===== config.mk =====
export PLATFORM = sky130hd
export DESIGN_NAME = serial_subtractor_flat
export DESIGN_NICKNAME = d
export VERILOG_FILES = /design/src/rtl/serial_arith_pkg.sv /design/src/rtl/serial_subtractor_if.sv /design/src/rtl/full_subtractor_bit.sv /design/src/rtl/serial_subtractor.sv /design/src/flat_wrapper.sv
export SDC_FILE = /design/constraint.sdc
export NUM_CORES = 1
export LEC_CHECK = 0
export BUFFER_PORTS_ARGS = -buffer_cell sky130_fd_sc_hd__buf_4
export CAP_MARGIN = 20
export CORE_MARGIN = 1.5
export CORE_UTILIZATION = 37
export DETAILED_ROUTE_END_ITERATION = 10
export MAX_ROUTING_LAYER = met4
export PLACE_DENSITY = 0.69
export SLEW_MARGIN = 10
export SYNTH_ARGS = -nofsm -noshare
export SYNTH_HDL_FRONTEND = slang
export SYNTH_SLANG_ARGS = --single-unit

===== constraint.sdc =====
create_clock -name clk -period 1.6 [get_ports clk]
set_input_delay 0.08 -clock clk [delete_from_list [all_inputs] [get_ports clk]]
set_output_delay 0.08 -clock clk [all_outputs]
set_load 0.005 [all_outputs]

===== src/rtl/serial_arith_pkg.sv =====
`default_nettype none
// ============================================================================
//  Module      : serial_arith_pkg
//  Description : Shared types and helpers for the bit-serial arithmetic unit
//                (serial_adder / serial_subtractor).
//  Revision    : 1.0  initial release
// ============================================================================
package serial_arith_pkg;

    // Control FSM states shared by every bit-serial operator
    typedef enum logic [1:0] {
        IDLE = 2'd0,
        RUN  = 2'd1,
        DONE = 2'd2
    } state_t;

    // Default operand / result width
    localparam int DEFAULT_WIDTH = 32;

    // Bit counter width: one extra bit so WIDTH-1 is always representable
    function automatic int cnt_width(input int width);
        return $clog2(width) + 1;
    endfunction

endpackage : serial_arith_pkg
`default_nettype wire


===== src/rtl/serial_subtractor_if.sv =====
`default_nettype none
// ============================================================================
//  Module      : serial_subtractor_if
//  Description : Request / result bundle of the bit-serial subtractor.
//                The master issues operands and start; the slave returns
//                registered results with busy/done status.
//  Revision    : 1.0  initial release
// ============================================================================
interface serial_subtractor_if
    import serial_arith_pkg::*;
#(
    parameter int WIDTH = DEFAULT_WIDTH
);

    logic             start;
    logic [WIDTH-1:0] operand_A;
    logic [WIDTH-1:0] operand_B;
    logic [WIDTH-1:0] difference;
    logic             borrow_out;
    logic             busy;
    logic             done;

    modport master (
        output start,
        output operand_A,
        output operand_B,
        input  difference,
        input  borrow_out,
        input  busy,
        input  done
    );

    modport slave (
        input  start,
        input  operand_A,
        input  operand_B,
        output difference,
        output borrow_out,
        output busy,
        output done
    );

endinterface : serial_subtractor_if
`default_nettype wire


===== src/rtl/full_subtractor_bit.sv =====
`default_nettype none
// ============================================================================
//  Module      : full_subtractor_bit
//  Description : One-bit full subtractor cell, a - b - bin.
//  Revision    : 1.0  initial release
// ============================================================================
module full_subtractor_bit (
    input  wire logic a,
    input  wire logic b,
    input  wire logic bin,
    output wire logic d,
    output wire logic bout
);

    // Borrow out when b exceeds a, or when a == b and a borrow is pending
    assign d    = a ^ b ^ bin;
    assign bout = (~a & b) | (~(a ^ b) & bin);

endmodule : full_subtractor_bit
`default_nettype wire


===== src/rtl/serial_subtractor.sv =====
`default_nettype none
// ============================================================================
//  Module      : serial_subtractor
//  Description : Bit-serial unsigned subtractor, difference = A - B
//                (mod 2^WIDTH), LSB first, one bit per clock. Results and
//                status are register-driven and hold until the next
//                completed operation or reset.
//  Revision    : 1.0  initial release
// ============================================================================
module serial_subtractor
    import serial_arith_pkg::*;
#(
    parameter int WIDTH = DEFAULT_WIDTH
) (
    input  wire logic        clk,
    input  wire logic        rst,    // asynchronous, active-low
    serial_subtractor_if.slave bus
);

    localparam int CW = cnt_width(WIDTH);
    localparam logic [CW-1:0] C_LAST_BIT = CW'(WIDTH - 1);

    // Reject degenerate widths at elaboration
    if (WIDTH < 2) begin : g_width_check
        $error("serial_subtractor: WIDTH must be at least 2");
    end

    state_t           r_state;
    logic [WIDTH-1:0] r_a_sh;
    logic [WIDTH-1:0] r_b_sh;
    logic [WIDTH-1:0] r_diff_sh;
    logic             r_br;
    logic [CW-1:0]    r_cnt;
    logic [WIDTH-1:0] r_difference;
    logic             r_borrow_out;
    logic             r_busy;
    logic             r_done;

    logic             w_d;
    logic             w_bout;
    logic [WIDTH-1:0] w_diff_next;

    // Single bit cell fed from the operand shift-register LSBs
    full_subtractor_bit u_bit (
        .a    (r_a_sh[0]),
        .b    (r_b_sh[0]),
        .bin  (r_br),
        .d    (w_d),
        .bout (w_bout)
    );

    // New result bit enters at the MSB so the LSB-first stream lands in place
    assign w_diff_next = {w_d, r_diff_sh[WIDTH-1:1]};

    // Control FSM, serial datapath and registered outputs
    always_ff @(posedge clk or negedge rst) begin
        if (!rst) begin
            r_state      <= IDLE;
            r_a_sh       <= '0;
            r_b_sh       <= '0;
            r_diff_sh    <= '0;
            r_br         <= 1'b0;
            r_cnt        <= '0;
            r_difference <= '0;
            r_borrow_out <= 1'b0;
            r_busy       <= 1'b0;
            r_done       <= 1'b0;
        end else begin
            case (r_state)
                IDLE: begin
                    if (bus.start) begin
                        r_a_sh  <= bus.operand_A;
                        r_b_sh  <= bus.operand_B;
                        r_br    <= 1'b0;
                        r_cnt   <= '0;
                        r_busy  <= 1'b1;
                        r_state <= RUN;
                    end
                end
                RUN: begin
                    r_diff_sh <= w_diff_next;
                    r_a_sh    <= r_a_sh >> 1;
                    r_b_sh    <= r_b_sh >> 1;
                    r_br      <= w_bout;
                    r_cnt     <= r_cnt + CW'(1);
                    // Last bit: publish the full result including this bit
                    if (r_cnt == C_LAST_BIT) begin
                        r_difference <= w_diff_next;
                        r_borrow_out <= w_bout;
                        r_done       <= 1'b1;
                        r_state      <= DONE;
                    end
                end
                DONE: begin
                    r_done  <= 1'b0;
                    r_busy  <= 1'b0;
                    r_state <= IDLE;
                end
                default: begin
                    r_done  <= 1'b0;
                    r_busy  <= 1'b0;
                    r_state <= IDLE;
                end
            endcase
        end
    end

    assign bus.difference = r_difference;
    assign bus.borrow_out = r_borrow_out;
    assign bus.busy       = r_busy;
    assign bus.done       = r_done;

endmodule : serial_subtractor
`default_nettype wire


===== src/flat_wrapper.sv =====
// flat-port wrapper written by rule: the top's interface ports become plain ports
module serial_subtractor_flat import serial_arith_pkg::*;
#(
    parameter int WIDTH = DEFAULT_WIDTH
)
  (clk, rst, bus_start, bus_operand_A, bus_operand_B, bus_difference, bus_borrow_out, bus_busy, bus_done);
  serial_subtractor_if #(.WIDTH(WIDTH)) bus_i ();
  input  wire logic clk;
  input  wire logic rst;
  input wire logic [$bits(bus_i.start)-1:0] bus_start;
  input wire logic [$bits(bus_i.operand_A)-1:0] bus_operand_A;
  input wire logic [$bits(bus_i.operand_B)-1:0] bus_operand_B;
  output wire logic [$bits(bus_i.difference)-1:0] bus_difference;
  output wire logic [$bits(bus_i.borrow_out)-1:0] bus_borrow_out;
  output wire logic [$bits(bus_i.busy)-1:0] bus_busy;
  output wire logic [$bits(bus_i.done)-1:0] bus_done;
  assign bus_i.start = bus_start;
  assign bus_i.operand_A = bus_operand_A;
  assign bus_i.operand_B = bus_operand_B;
  assign bus_difference = bus_i.difference;
  assign bus_borrow_out = bus_i.borrow_out;
  assign bus_busy = bus_i.busy;
  assign bus_done = bus_i.done;
  serial_subtractor #(.WIDTH(WIDTH)) u_core (.clk(clk), .rst(rst), .bus(bus_i));
endmodule

==> impl_metrics.yaml <==
critical_path:
  cpLargestDelayFamily: "simple AND/OR/NAND/NOR gates"
  rrSetupSlack_ns: 0.06
  cp_max_fo: 6
  worstSetupEndpoint: "u_core.bus.difference[5]"
  path_depth: 5
  critPathRequiredTime_ns: 1.90
  critPathLaunchType: "register"
  path_class: "register to register"
  r2r-end: "u_core.bus.difference[5]"
  slowest_delay_ns: 0.35
  crit_path_end_kind: "register"
  cp_slowest_cell: "dfrtp_1"
  cp_num_buf_inv: 1
  path_cells: "ha_2 > and3_4 > nand3_4 > clkbuf_16 > mux2_4"
  reg2reg_from: "u_core.r_cnt[1]"
  crit_start: "u_core.r_cnt[1]"
  crit_arrival_ns: 1.84
  reg2regPathDepth: 5
yosys:
  synth_commonest_cells: "dfrtp_1, nand2_1, o21ai_0"
  synthesis.area_um2: 6160
  seq_area_frac_synth: 0.565
  yosys-top-cells-area: "dfrtp_1, a22oi_1, nand2_1, mux2_4, o21ai_0"
  synth_nets: 655
  ys.flop_type: "dfrtp_1"
  synth.top_cell.area_share: 0.565
  yosys.cell_count.top_type: "dfrtp_1"
  avgSynthCellArea_um2: 10.5
  ys_types: 31
  synth-warning-count: 0
  synth_top_area_cell: "dfrtp_1"
  async_reset_ff_frac: 1.00
  ys_seq_elements: 139
  syn_inst: 586
  synth_edf_count: 0
grt:
  grt_usage: 0.181
  antenna_found_initial: 0
  grt.busiest_layer: "met2"
  grt_pass1_vias: 5017
  grt_pass1_wl_um: 24800
  grt_max_degree: 77
  gr-usage-met3: 0.0384
  use_met2: 0.289
  grtUsageMet1: 0.225
  gr-total-overflow: 0
final_layout:
  drive_above_1_share: 0.263
  nets: 822
  postLayoutCoreUtil: 0.537
  n_antenna_cell: 0
  postLayoutCellArea_um2: 8620
  area_growth_syn_to_layout_pct: 39.8
timing:
  slew_violations: 0
  clock_skew_ns: 0.00619
  clock.fmax_ghz: 0.651
  relSlewSlack: 0.676
  finalCritPeriodShare: 0.961
  period_minus_slack_ns: 1.54
  rsz0062_at_grt: "yes"
  worst_slew_pin_slew_ns: 0.487
  setup_viol: 0
  hold_viol_final: 0
detailed_routing:
  ant_nets: 0
  totalWireLength_um: 15100
  via_count: 5029
  wl_per_cell_um: 15.4
  first_iter_violations: 364
  route.detailed.drc: 0
  viasPerCell: 5.13
  firstDrtPassIters: 5
clock_network:
  clock_latency_ns: 0.41
  clockBufferDepth: 2
  clk_pin_slew_ns: 0.06
  cts.sinks: 139
  htreeDepth: 4
  cts-root-buf: "clkbuf_16"
  cts_tree: "yes"
  cts_made_buffers: 17
die:
  start_util: 0.384
  die-area_um2: 17400
  die_w_um: 132
  placementRows: 46
  boundaryPins: 102
  core_um2: 16100
  die_height_um: 132
placed_design:
  dpl_cell_area_um2: 7240
  port-buffer-count: 101
  place.gp.congestion: 0.857
  dp_hpwl_um: 9170
worst_hold_path:
  hold_path_class: "primary input to register"
  hold_start: "bus_operand_A[20]"
run_status:
  status: "complete, no violations"
power:
  leakagePower_nw: 4.14
  ir_worst_vdd_v: 0.00125
  power_density_nw_per_um2: 1630
job:
  maxCapViolations: 0
==> metal layers <==
layer,share of wire,wire length [µm]
met2,0.51,7660
met3,0.045,676
met1,0.43,6440
met5,0,0
met4,0.020,304
==> timing repair <==
| action | 4_1_cts | 5_1_grt |
|---|---|---|
| resized for setup | 0 | 2 |
| buffers inserted | 0 | 1 |
| hold buffers | 64 | 0 |
| hold endpoints to repair | 110 | 0 |
| endpoints found under the setup margin | 0 | 26 |
==> area by class of cell <==
type / count / area, µm²
clock buffers: 19 / 443
clock inverters: 12 / 189
fillers: 1356 / 7440
inverters: 4 / 15.0
multi-input cells: 397 / 2470
flip-flops and latches: 139 / 3480
well taps: 216 / 270
repair buffers: 194 / 1750
==> registers in the layout, indices dropped and copies added, names as in the netlist <==
signal / cells
u_core.bus.borrow_out: 1
u_core.bus.busy: 1
u_core.bus.done: 1
u_core.bus.difference: 32
u_core.r_a_sh: 32
u_core.r_diff_sh: 31
u_core.r_state: 2
u_core.r_br: 1
u_core.r_cnt: 6
u_core.r_b_sh: 32
==> cells by family (layout without fill, tap and decap cells) <==
logic type | count (synthesis) | after routing | synth area share
compound gates | 180 | 180 | 0.175
simple gates | 179 | 179 | 0.134
flops | 139 | 139 | 0.565
buf+inv | 50 | 229 | 0.0386
mux | 36 | 36 | 0.0822
fa+ha+maj | 2 | 2 | 0.00528
==> layout by cell type, fill, tap and decap left out, drive strengths merged, types with 2 or more instances in the layout <==
cell | netlist | layout
a21oi | 44 | 44
and3 | 2 | 2
nor2 | 4 | 4
o21ai | 68 | 68
mux2i | 3 | 3
dlygate4sd3 | 0 | 64
nor2b | 46 | 46
clkbuf | 22 | 22
a22oi | 61 | 61
nand3 | 3 | 3
a31oi | 2 | 2
mux2 | 33 | 33
bufinv | 0 | 4
a22o | 2 | 2
inv | 4 | 6
nand4 | 2 | 2
nand2b | 2 | 2
buf | 24 | 127
clkinv | 0 | 5
dfrtp | 139 | 139
nand2 | 118 | 118
==> stage by stage <==
| stage | worst slack (ns) | hold WS, ns | power (mW) | instances | TNS [ns] |
|---|---|---|---|---|---|
| 6_report | 0.0627 | 0.128 | 14.0 | 981 | 0 |
| 3_3_place_gp | 0.0542 | 0.0571 | 9.45 | 881 | 0 |
| 2_1_floorplan | 0.0390 | -0.216 | 8.10 | 586 | 0 |
| 4_1_cts | 0.0264 | 0.122 | 14.1 | 976 | 0 |
| 3_5_place_dp | 0.0384 | 0.0592 | 9.70 | 881 | 0 |
| 5_1_grt | -0.0137 | 0.138 | 14.9 | 981 | -0.0644 |
==> worst min-delay path, delay by kind of cell <==
kind / cells / cell delay, ns
simple gates: 1 / 0.14
compound gates: 2 / 0.20
buf+inv: 1 / 0.08
==> power breakdown <==
part | leakage [nW] | switching (mW) | internal (mW)
Clock | 0.304 | 1.53 | 2.66
Combinational | 2.02 | 1.80 | 2.14
Sequential | 1.82 | 1.00 | 4.88
==> worst min path at each step <==
stage / end / depth (start not counted) / slack, ns
after floorplan: u_core.bus.borrow_out / 0 / -0.22
after global placement: u_core.bus.difference[0] / 1 / 0.06
after detailed placement: u_core.bus.difference[2] / 1 / 0.06
after CTS: u_core.r_a_sh[20] / 4 / 0.12
after global routing: u_core.r_a_sh[20] / 4 / 0.14
final: u_core.r_a_sh[20] / 4 / 0.13
No activity file was read; power rests on OpenSTA's default activity.
